==> src/rtl/pipe_pkg.sv <==
// Shared definitions for the pipeline stage registers of the MIPS32 core:
// stage state encoding, the canonical NOP instruction word and the default
// performance counter width.
package pipe_pkg;

  typedef logic [1:0] pipe_state_t;

  // Legacy-compatible state encoding.
  localparam pipe_state_t PIPE_ST_EMPTY = 2'b00;
  localparam pipe_state_t PIPE_ST_FULL  = 2'b01;
  localparam pipe_state_t PIPE_ST_SKID  = 2'b10;

  // sll $0,$0,0 -- all-zero instruction word.
  localparam logic [31:0] PIPE_NOP_INSTR = 32'h0000_0000;

  localparam int unsigned PIPE_CNT_W_DEFAULT = 16;

endpackage

==> src/rtl/pipe_sat_counter.sv <==
// Saturating up-counter used for stage performance statistics.
// Cleared only by reset; holds at all-ones instead of wrapping.
module pipe_sat_counter #(
  parameter int unsigned CNT_W = 16
) (
  input  logic             clk,
  input  logic             reset,
  input  logic             inc,
  output logic [CNT_W-1:0] cnt
);

  // Count qualifying cycles, stop at the maximum value.
  always_ff @(posedge clk) begin
    if (reset) begin
      cnt <= '0;
    end else if (inc && (cnt != '1)) begin
      cnt <= cnt + 1'b1;
    end
  end

endmodule

==> src/rtl/pipe_stage_skid_reg.sv <==
// Generic inter-stage pipeline register with valid/ready handshake,
// flush-to-NOP and a 2-entry skid buffer. in_ready, out_valid and out_data
// all come straight from flops, so downstream stalls never form a
// combinational ready path back up the pipe.
// Optional feature macro: PIPE_PERF_CNT_EN enables the stall/bubble
// saturating counters; without it both counter ports read zero.
module pipe_stage_skid_reg
  import pipe_pkg::*;
#(
  parameter int unsigned        DATA_W  = 32,
  parameter logic [DATA_W-1:0]  NOP_VAL = '0,
  parameter int unsigned        CNT_W   = PIPE_CNT_W_DEFAULT
) (
  input  logic              clk,
  input  logic              reset,
  input  logic              flush,
  input  logic              in_valid,
  output logic              in_ready,
  input  logic [DATA_W-1:0] in_data,
  output logic              out_valid,
  input  logic              out_ready,
  output logic [DATA_W-1:0] out_data,
  output logic [CNT_W-1:0]  stall_cnt,
  output logic [CNT_W-1:0]  bubble_cnt
);

  pipe_state_t       state;
  logic              main_v;
  logic              skid_v;
  logic [DATA_W-1:0] main_d;
  logic [DATA_W-1:0] skid_d;
  logic              in_fire;
  logic              out_fire;

  assign in_fire   = in_valid & ~skid_v;
  assign out_fire  = main_v & out_ready;

  assign out_data  = main_d;
  assign out_valid = main_v;
  assign in_ready  = ~skid_v;

  // The valid flags are kept as dedicated flops alongside the state code so
  // the handshake outputs never pass through a state decode.
  always_ff @(posedge clk) begin
    if (reset || flush) begin
      state  <= PIPE_ST_EMPTY;
      main_v <= 1'b0;
      skid_v <= 1'b0;
      main_d <= NOP_VAL;
      skid_d <= NOP_VAL;
    end else begin
      case (state)
        PIPE_ST_EMPTY: begin
          if (in_fire) begin
            main_d <= in_data;
            main_v <= 1'b1;
            state  <= PIPE_ST_FULL;
          end
        end
        PIPE_ST_FULL: begin
          if (in_fire && out_fire) begin
            main_d <= in_data;
          end else if (in_fire) begin
            skid_d <= in_data;
            skid_v <= 1'b1;
            state  <= PIPE_ST_SKID;
          end else if (out_fire) begin
            main_v <= 1'b0;
            state  <= PIPE_ST_EMPTY;
          end
        end
        PIPE_ST_SKID: begin
          if (out_fire) begin
            main_d <= skid_d;
            skid_v <= 1'b0;
            state  <= PIPE_ST_FULL;
          end
        end
        default: begin
          state  <= PIPE_ST_EMPTY;
          main_v <= 1'b0;
          skid_v <= 1'b0;
        end
      endcase
    end
  end

`ifdef PIPE_PERF_CNT_EN
  logic stall_inc;
  logic bubble_inc;

  assign stall_inc  = main_v & ~out_ready;
  assign bubble_inc = ~main_v;

  pipe_sat_counter #(
    .CNT_W (CNT_W)
  ) u_stall_cnt (
    .clk   (clk),
    .reset (reset),
    .inc   (stall_inc),
    .cnt   (stall_cnt)
  );

  pipe_sat_counter #(
    .CNT_W (CNT_W)
  ) u_bubble_cnt (
    .clk   (clk),
    .reset (reset),
    .inc   (bubble_inc),
    .cnt   (bubble_cnt)
  );
`else
  assign stall_cnt  = {CNT_W{1'b0}};
  assign bubble_cnt = {CNT_W{1'b0}};
`endif

endmodule

==> config.mk <==
export PLATFORM = sky130hd
export DESIGN_NAME = pipe_stage_skid_reg
export DESIGN_NICKNAME = d
export VERILOG_FILES = /design/src/rtl/pipe_pkg.sv /design/src/rtl/pipe_sat_counter.sv /design/src/rtl/pipe_stage_skid_reg.sv
export SDC_FILE = /design/constraint.sdc
export NUM_CORES = 1
export LEC_CHECK = 0
export CAP_MARGIN = 15
export CORE_MARGIN = 2
export CORE_UTILIZATION = 25
export DETAILED_ROUTE_END_ITERATION = 7
export GPL_ROUTABILITY_DRIVEN = 0
export PLACE_DENSITY = 0.53
export SLEW_MARGIN = 20
export SYNTH_ARGS = -nofsm -noshare
export SYNTH_HDL_FRONTEND = slang
export SYNTH_SLANG_ARGS = --single-unit
==> constraint.sdc <==
create_clock -name clk -period 1.9 [get_ports clk]
set_input_delay 0.19 -clock clk [delete_from_list [all_inputs] [get_ports clk]]
set_output_delay 0.19 -clock clk [all_outputs]
set_load 0.02 [all_outputs]
### Word level (Yosys, flattened, before mapping)

Cells that the tools add are included.

| operators by class | value |
|---|---|
| multiplexer cells | 17 |
| bitwise gates (word level) | 6 |
| equal/unequal tests | 10 |
| reductions and logical operators | 9 |

Operators by type and width:

| kind | number |
|---|---|
| 32-bit 2-to-1 mux | 3 |
| 32-bit one-hot mux with 3 select lines | 1 |
| 2-bit != test (second input constant) | 7 |
| 4-bit AND reduction | 3 |
| 2-bit 2-to-1 mux | 5 |
| 1-bit one-hot mux with 3 select lines | 2 |
| 2-bit one-hot mux with 3 select lines | 1 |
| 1-bit 2-to-1 mux | 5 |
| 5-bit AND reduction | 1 |
| 1-bit inverter | 4 |
| 3-bit != test (second input constant) | 1 |
| 3-bit AND reduction | 1 |
| 3-bit nonzero test | 1 |
| 1-bit bitwise AND | 2 |
| 2-bit by 1-bit == test with 1-bit output (second input constant) | 1 |
| 2-bit == test (second input constant) | 1 |
| 2-bit logical NOT | 1 |
| 1-bit logical AND | 1 |
| 1-bit logical OR | 1 |

| word-level totals | value |
|---|---|
| flip-flop bits (word level) | 68 |
| input port bits | 37 |
| output and inout port bits | 66 |
| word-level logic and storage cells | 47 |

### Longest topological paths before layout

Gate-level depths: netlist (run 1).

| logic depth | value |
|---|---|
| depth in word-level cells | 5 |
| depth in mapped cells | 5 |
| depth with buffers taken out | 3 |

### Least setup slack after synthesis (run 1)

No wires, ideal clock.

| path | value |
|---|---|
| path type | reg2reg |
| start point | reg main_v, in the netlist out_valid |
| end point | reg main_d[21], in the netlist out_data[21] |
| buffers on the path | 2 |
| stages on the path, launching flop included | 6 |
| data required time | 1820 ps |
| path slack | 328 ps |
| arrival | 1491 ps |
| path through | dfxtp_1 > and2_1 > clkbuf_1 > buf_2 > a2111oi_1 > a211oi_2 |

| between the ends | value |
|---|---|
| word-level cells in the longest chain between the ends | 4 |
| elaborated cells between the ends (all ways) | 5 |

RTL lines:

| what | line | source |
|---|---|---|
| start: declaration | pipe_stage_skid_reg.sv:28 | `logic main_v;` |
| start signal: assignment | pipe_stage_skid_reg.sv:47 | `main_v <= 1'b0;` |
| start signal: assignment | pipe_stage_skid_reg.sv:56 | `main_v <= 1'b1;` |
| start signal: assignment | pipe_stage_skid_reg.sv:68 | `main_v <= 1'b0;` |
| 1-bit bitwise AND * | pipe_stage_skid_reg.sv:36 | `assign out_fire = main_v & out_ready;` |
| 1-bit logical AND | pipe_stage_skid_reg.sv:61 | `if (in_fire && out_fire) begin` |
| 2-bit != test (no line) | n/a |  |
| 4-bit AND reduction (no line) * | n/a |  |
| end signal: assignment | pipe_stage_skid_reg.sv:55 | `main_d <= in_data;` |
| end signal: assignment | pipe_stage_skid_reg.sv:62 | `main_d <= in_data;` |
| end signal: assignment | pipe_stage_skid_reg.sv:74 | `main_d <= skid_d;` |
| end: declaration | pipe_stage_skid_reg.sv:30 | `logic [DATA_W-1:0] main_d;` |

Mark *: on every way between the ends. The rest lies on a longest branch, timed or not.
A chain may end at the register's enable or synchronous reset.

### Final worst setup path (run 1)

| path | value |
|---|---|
| start point | reg skid_v |
| end point | out in_ready |

| between the ends | value |
|---|---|
| word-level cells in the longest chain between the ends | 1 |

RTL lines:

| what | line | source |
|---|---|---|
| start: declaration | pipe_stage_skid_reg.sv:29 | `logic skid_v;` |
| start signal: assignment | pipe_stage_skid_reg.sv:48 | `skid_v <= 1'b0;` |
| start signal: assignment | pipe_stage_skid_reg.sv:65 | `skid_v <= 1'b1;` |
| start signal: assignment | pipe_stage_skid_reg.sv:75 | `skid_v <= 1'b0;` |
| 1-bit inverter | pipe_stage_skid_reg.sv:40 | `assign in_ready = ~skid_v;` |
| end: declaration | pipe_stage_skid_reg.sv:18 | `output logic in_ready,` |

Every way passes these cells.

==> results of run 1 <==
## cell type report
cell class | instances | area (um^2) | area share [%]
Multi-Input combinational cell | 249 | 2010 | 40.4
Sequential cell | 68 | 1360 | 27.4
Timing Repair Buffer | 102 | 1020 | 20.5
Clock buffer | 12 | 267 | 5.37
Tap cell | 184 | 230 | 4.64
Clock inverter | 4 | 70.1 | 1.41
Inverter | 3 | 11.3 | 0.227
## logic make-up after synthesis
family,share of synthesized area [%]
AO/OA/AOI/OAI,33.3
buffers and inverters,13.3
flip-flops,36.6
AND/OR/NAND/NOR,8.11
multiplexers,8.62
other,0.101
## sequential cells by signal, summed over array words and instances (netlist names)
signal	count
out_data	32
skid_d	32
state	2
out_valid	1
skid_v	1
## power breakdown
| part | total, uW | internal [uW] | switching, uW |
|---|---|---|---|
| combinational | 696 | 294 | 402 |
| clock | 1870 | 1250 | 616 |
| sequential | 1510 | 1470 | 38.1 |
## worst max path at each step
stage	end	startpoint	cells after the start	slack, ns
2_1_floorplan	out_data[21]	out_valid	5	0.33
3_3_place_gp	out_data[1]	out_ready	5	0.08
3_5_place_dp	out_data[25]	out_ready	5	0.04
4_1_cts	in_ready	skid_v	3	0.07
5_1_grt	in_ready	skid_v	3	0.005
6_report	in_ready	skid_v	3	0.08
## through the flow
step | instances | hold WS [ns]
3_3_place_gp | 606 | 0.454
5_1_grt | 622 | 0.491
6_report | 622 | 0.466
4_1_cts | 622 | 0.468
2_1_floorplan | 403 | 0.340
3_5_place_dp | 606 | 0.461
## metal layers
metal | GRT usage, % | up-vias | wire, um
met2 | 23.0 | 109 | 5510
met5 | 0 | - | 0
met1 | 19.0 | 1601 | 5130
met3 | 3.36 | 8 | 577
met4 | 3.10 | 0 | 75
li1 | - | 1516 | -
## placed cells by master (no fill, tap or decap), drive strengths merged
cell type / n
nor3b: 1
inv: 3
or2: 1
a2111oi: 32
buf: 32
o31ai: 32
o21bai: 1
a211oi: 32
and2: 1
nand3: 1
and4b: 1
nand4: 32
clkdlybuf4s50: 70
bufinv: 2
mux2i: 32
a211o: 2
clkbuf: 12
o21ai: 1
conb: 32
a31oi: 1
nand2b: 3
a21bo: 1
a21oi: 35
nor2b: 1
nor4b: 1
a21boi: 1
dfxtp: 68
clkinv: 2
nor2: 2
nand2: 2
o32a: 1
## critical path: stages (launching register included)
cell	delay, ns
sky130_fd_sc_hd__dfxtp_1	0.48
sky130_fd_sc_hd__buf_4	0.23
sky130_fd_sc_hd__inv_1	0.06
sky130_fd_sc_hd__clkdlybuf4s50_1	0.53
==> run summary, run 1 <==
The achievable clock frequency came out at 549 MHz. The setup TNS came out at 0 ns. The floorplan step defined a die boundary enclosing 15,900 um^2. The most used standard cell by instance count after synthesis is sky130_fd_sc_hd__dfxtp_1.

The path with the worst hold slack has its endpoint at skid_d[4]. The required arrival time at the worst endpoint is 1.71 ns. The predominant post-synthesis flop cell is sky130_fd_sc_hd__dfxtp_1. For this block, the routed nets add up to 11,300 um of wire. The wire length of the first global-routing pass is 17,800 um.

Counting flops with an async set or reset pin after synthesis yields a share of 0%. The starting density of the core is 25.6%. The setup slack of the worst register-to-register path is 0.21 ns. The detailed placement HPWL is 7510 um.

The post-detailed-route wirelength per cell came out at 18.2 um. The worst setup path is captured at a primary output. In the global route stage, overall resource usage came out at 14.1%. The iteration-0 DRC count of the detailed router came out at 229. The sequential cell area fraction in the yosys report is 36.6%. The floorplan step set the die width to 126 um. The total count of hold-check failures in the final report is 0. The count of hold buffers inserted by post-cts repair is 0. From synthesis to final layout, the design area changed by 33.5%.

The count of yosys warnings during synthesis came out at 0. Across the routed clock network, the largest skew measured is 0.00668 ns. The number of pins with negative max-slew slack in the final report came out at 0.

The design draws 4070 uW. The part of the cycle the worst path needs is 95.8%. The mean instance size in the synthesized netlist came out at 9.99 um^2. The commonest cells after synthesis are sky130_fd_sc_hd__dfxtp_1, sky130_fd_sc_hd__a21oi_1, sky130_fd_sc_hd__buf_4.

The via count of the first global-routing pass is 3,092. The count of nets left with antenna violations once routing finished came out at 0. The post-synthesis instance total came out at 372.

The final setup violation count is 0. The filler cell count came out at 1,483. The count of unique library cells instantiated by Yosys is 33. The detailed-route DRC error count is 0.

The maximum level of the CTS H-tree is 3. The fraction of layout instances using a drive strength above 1 is 22.4%. The biggest area contributor in the post-synthesis netlist is sky130_fd_sc_hd__dfxtp_1. For this run, the post-layout net count is 470. The worst hold path was traced through 2 stages. The height of the chip came out at 126 um.

Data arrives at the worst endpoint at 1.63 ns. The count of cells resized by post-cts repair came out at 0. The worst relative slew slack is 67.7%. The setup slack after placement came out at 0.0386 ns. The start point of the worst hold path is skid_d[4]. The cell area after layout came out at 4960 um^2. The final core utilization came out at 34.1%. The clock-pin slew of the registers on the worst-case setup and hold paths came out at 0.06 ns. The top-level port count came out at 103. The insertion delay of the later-clocked pin in the worst-skew pair is 0.33 ns. In this run the post-CTS setup repair buffer count came out at 0. Entering global routing, the biggest net connects 36 pins. The path type of the worst setup path is flop to primary output. For this run the aggregate overflow at the end of global routing stands at 0. The first-pass detailed-route iteration total came out at 4.

The number of buffers created by CTS is 9. The total placed instance area came out at 4620 um^2. The total of buffers placed on input and output ports came out at 70. STA classifies the critical path startpoint as a flop. The static leakage power came out at 0.00185 uW. The placeable core area came out at 14,500 um^2. The tightest min-delay check is of the flop to flop type. The maximum vdd ir drop is 0.436 mV. The CTS root buffer is sky130_fd_sc_hd__clkbuf_16.

The smallest setup slack after layout is 0.0802 ns. After floorplanning, the core was divided into 44 placement rows. TritonCTS built the clock tree.

The total clock sinks is 68. After detailed routing, the number of vias per cell comes to 5.20. The cell area that synthesis handed to floorplanning was 3720 um^2.

The buffer levels on the longest clock path is 2. The routed layout has 3,234 vias. The repair_antennas step left the layout with diodes totalling 0. For the pin with the worst max-slew slack, the measured transition is 0.473 ns.

Along the worst path, the maximum fanout reaches 8. The launching point of the worst reg2reg path is state[0]. In this run, synthesis inferred 0 flip-flops with an integrated enable. Counting cells, the worst reg-to-reg path comes to 4.

Setup repair after global routing left no endpoint under its margin. The initial antenna violation count is 0. The total of flip-flops plus latches after synthesis is 68. The worst flop-to-flop path endpoint is out_data[15]. The flow ran to the end, and the final reports show no timing, DRC or antenna violations. The max-cap check violation count came out at 0. The shortest clock period the worst path allows after layout is 1.82 ns. The power density of the placed cells came out at 821 nW/um^2. The top-area cell type share of the netlist area is 36.6%. Sorting the synthesized cells by area gives the leading types as sky130_fd_sc_hd__dfxtp_1, sky130_fd_sc_hd__mux2i_1, sky130_fd_sc_hd__a2111oi_2, sky130_fd_sc_hd__a211oi_2, sky130_fd_sc_hd__buf_4.
Power figures use the tool's default switching activity.
==> inputs of run 2 (changes only) <==
--- a/config.mk
+++ b/config.mk
@@ -8,8 +8,10 @@
 export CAP_MARGIN = 15
 export CORE_MARGIN = 2
 export CORE_UTILIZATION = 25
+export CTS_CLUSTER_SIZE = 20
 export DETAILED_ROUTE_END_ITERATION = 7
 export GPL_ROUTABILITY_DRIVEN = 0
+export MAX_ROUTING_LAYER = met4
 export PLACE_DENSITY = 0.53
 export SLEW_MARGIN = 20
 export SYNTH_ARGS = -nofsm -noshare
==> run summary, run 2 (synthesis results as in run 1) <==
The part of the cycle the worst path needs was 95.7% (was 95.8%). The total placed instance area came out at 4620 um^2 (unchanged). The post-synthesis to final-layout area growth came to 33.5% (unchanged). The via count of the first global-routing pass is 3,112 (was 3,092).

The worst flop-to-flop path endpoint was out_data[29] (was out_data[15]). The global-route congestion overflow total was 0 (unchanged). The CTS root buffer is sky130_fd_sc_hd__clkbuf_16 (unchanged). The number of pins with negative max-slew slack in the final report was 0 (unchanged). The maximum level of the CTS H-tree came out at 3 (unchanged).

The achievable clock frequency was 550 MHz (was 549 MHz). The leading cell type in the layout, fill and taps excluded was sky130_fd_sc_hd__clkdlybuf4s50_1 (unchanged). The number of nets in the finished design is 470 (unchanged). The category of the worst setup path launch point is a flop (unchanged). The share of total power in the clock network is 45.9% (about the same). The insertion delay of the later-clocked pin in the worst-skew pair was 0.33 ns (about the same). The overall via count from detail_route is 3,236 (was 3,234). The filler cell count is 1,483 (unchanged). The arrival time at the worst endpoint came out at 1.63 ns (about the same). The shortest clock period the worst path allows after layout is 1.82 ns (about the same).

The setup slack after placement is 0.0386 ns (unchanged). The static leakage power came to 0.00185 uW (unchanged). The TritonCTS clock tree is done (unchanged). The iteration-0 DRC count of the detailed router is 247 (was 229). The number of cells traversed by the worst register-to-register path is 4 (unchanged).

The maximum number of pins on one net before global-route repair is 36 (unchanged). The switching share of power came out at 26.0% (was 25.9%). The overall power consumption was 4080 uW (was 4070 uW).

The power share of the combinational group is 17.1% (about the same). The first-pass detailed-route iteration total came out at 6 (was 4). The final setup skew came out at 0.00831 ns (was 0.00668 ns).

The number of buffers created by CTS came out at 9 (unchanged). The count of hold buffers inserted by post-cts repair was 0 (unchanged). The count of cells resized by post-cts repair is 0 (unchanged).

The path type of the worst setup path is flop to primary output (unchanged). The power density of the placed cells is 822 nW/um^2 (was 821 nW/um^2). The count of antenna diodes in the layout is 0 (unchanged). The top-level port count is 103 (unchanged). The detailed placement HPWL came out at 7510 um (unchanged). The number of setup buffers added after CTS came to 0 (unchanged). The wire length of the first global-routing pass came to 17,700 um (was 17,800 um). The maximum vdd ir drop is 0.437 mV (was 0.436 mV). The full die area is 15,900 um^2 (unchanged). Most frequent cells in the layout: sky130_fd_sc_hd__clkdlybuf4s50_1, sky130_fd_sc_hd__dfxtp_1, sky130_fd_sc_hd__a21oi_1 (unchanged). The total clock sinks was 68 (unchanged). The initial antenna violation count is 0 (unchanged). The setup TNS came out at 0 ns (unchanged). The required arrival time at the worst endpoint came out at 1.71 ns (about the same).

The class of the most critical hold timing path is flop to flop (unchanged). The total routed wirelength is 11,300 um (about the same). The internal power was 3020 uW (about the same). The sequential fraction of design power is 37.0% (was 37.1%). The max-cap check violation count is 0 (unchanged).

The overall global routing resource usage came to 14.5% (was 14.1%). The total count of hold-check failures in the final report came to 0 (unchanged). Outcome: finished clean (unchanged). The remaining antenna violation count after routing is 0 (unchanged). Setup repair after global routing missed its margin: false (unchanged). The switching component of the power was 1060 uW (about the same). The setup slack of the worst register-to-register path came out at 0.22 ns (was 0.21 ns). The count of standard-cell rows is 44 (unchanged). The detailed-route DRC error count came out at 0 (unchanged). The start point of the critical path is skid_v (unchanged). The placeable core area came to 14,500 um^2 (unchanged). The start point of the worst hold path is skid_d[4] (unchanged). The clock-pin slew of the registers on the worst-case setup and hold paths is 0.06 ns (about the same). The fraction of layout instances using a drive strength above 1 came out at 22.4% (unchanged). The post-detailed-route wirelength per cell is 18.1 um (was 18.2 um).

The height of the chip came to 126 um (unchanged). The smallest setup slack after layout was 0.0820 ns (was 0.0802 ns). The mean number of vias per cell came out at 5.20 (about the same). The launching point of the worst reg2reg path is state[0] (unchanged). The cell area after layout came out at 4960 um^2 (unchanged). The capturing element type of the critical path was a primary output (unchanged). The die span in x is 126 um (unchanged).

The final setup violation count was 0 (unchanged). The starting density of the core came out at 25.6% (unchanged). The buffer levels on the longest clock path is 2 (unchanged). The total of buffers placed on input and output ports came out at 70 (unchanged).

The critical path capture point is in_ready (unchanged). The final core utilization came to 34.1% (unchanged). The maximum net fanout on the critical path is 8 (unchanged).
run 2: area by class of cell:
cell class                 instances  area, um^2  area share, %
inverter                           3        11.3          0.227
tap                              184         230           4.64
timing repair buffer             102        1020           20.5
clock buffer                      12         267           5.37
sequential                        68        1360           27.4
clock inverter                     4        70.1           1.41
multi-input combinational        249        2010           40.4
run 2: worst max-delay path, stage by stage, from the launching register on:
cell and delay [ns]:
sky130_fd_sc_hd__dfxtp_1 0.48, sky130_fd_sc_hd__buf_4 0.22, sky130_fd_sc_hd__inv_1 0.06, sky130_fd_sc_hd__clkdlybuf4s50_1 0.53
run 2: power groups by stage:
stage	Sequential, uW	Combinational [uW]	Clock, uW
floorplan	1570	418	0
global placement	1540	687	0
detailed placement	1540	697	0
CTS	1510	699	1900
global route	1510	747	1960
finish	1510	697	1870
run 2: how the worst min path moves through the flow:
stage            endpoint  slack, ns  cells past startpoint
2_1_floorplan  skid_d[31]       0.34                      2
3_3_place_gp   skid_d[11]       0.45                      2
3_5_place_dp    skid_d[4]       0.46                      2
4_1_cts         skid_d[4]       0.47                      2
5_1_grt         skid_d[4]       0.49                      2
6_report        skid_d[4]       0.47                      2
run 2: metal layers:
| layer | up-vias | part of all wire, % | global-route usage (%) |
|---|---|---|---|
| met5 | - | 0 | - |
| met4 | 0 | 0.20 | 3.10 |
| met3 | 2 | 4.6 | 3.02 |
| met2 | 116 | 49 | 23.1 |
| met1 | 1597 | 47 | 19.1 |
| li1 | 1521 | - | - |
run 2: stage by stage:
step / instances / hold slack (ns)
5_1_grt: 622 / 0.491
4_1_cts: 622 / 0.468
3_3_place_gp: 606 / 0.454
6_report: 622 / 0.466
3_5_place_dp: 606 / 0.461
2_1_floorplan: 403 / 0.340
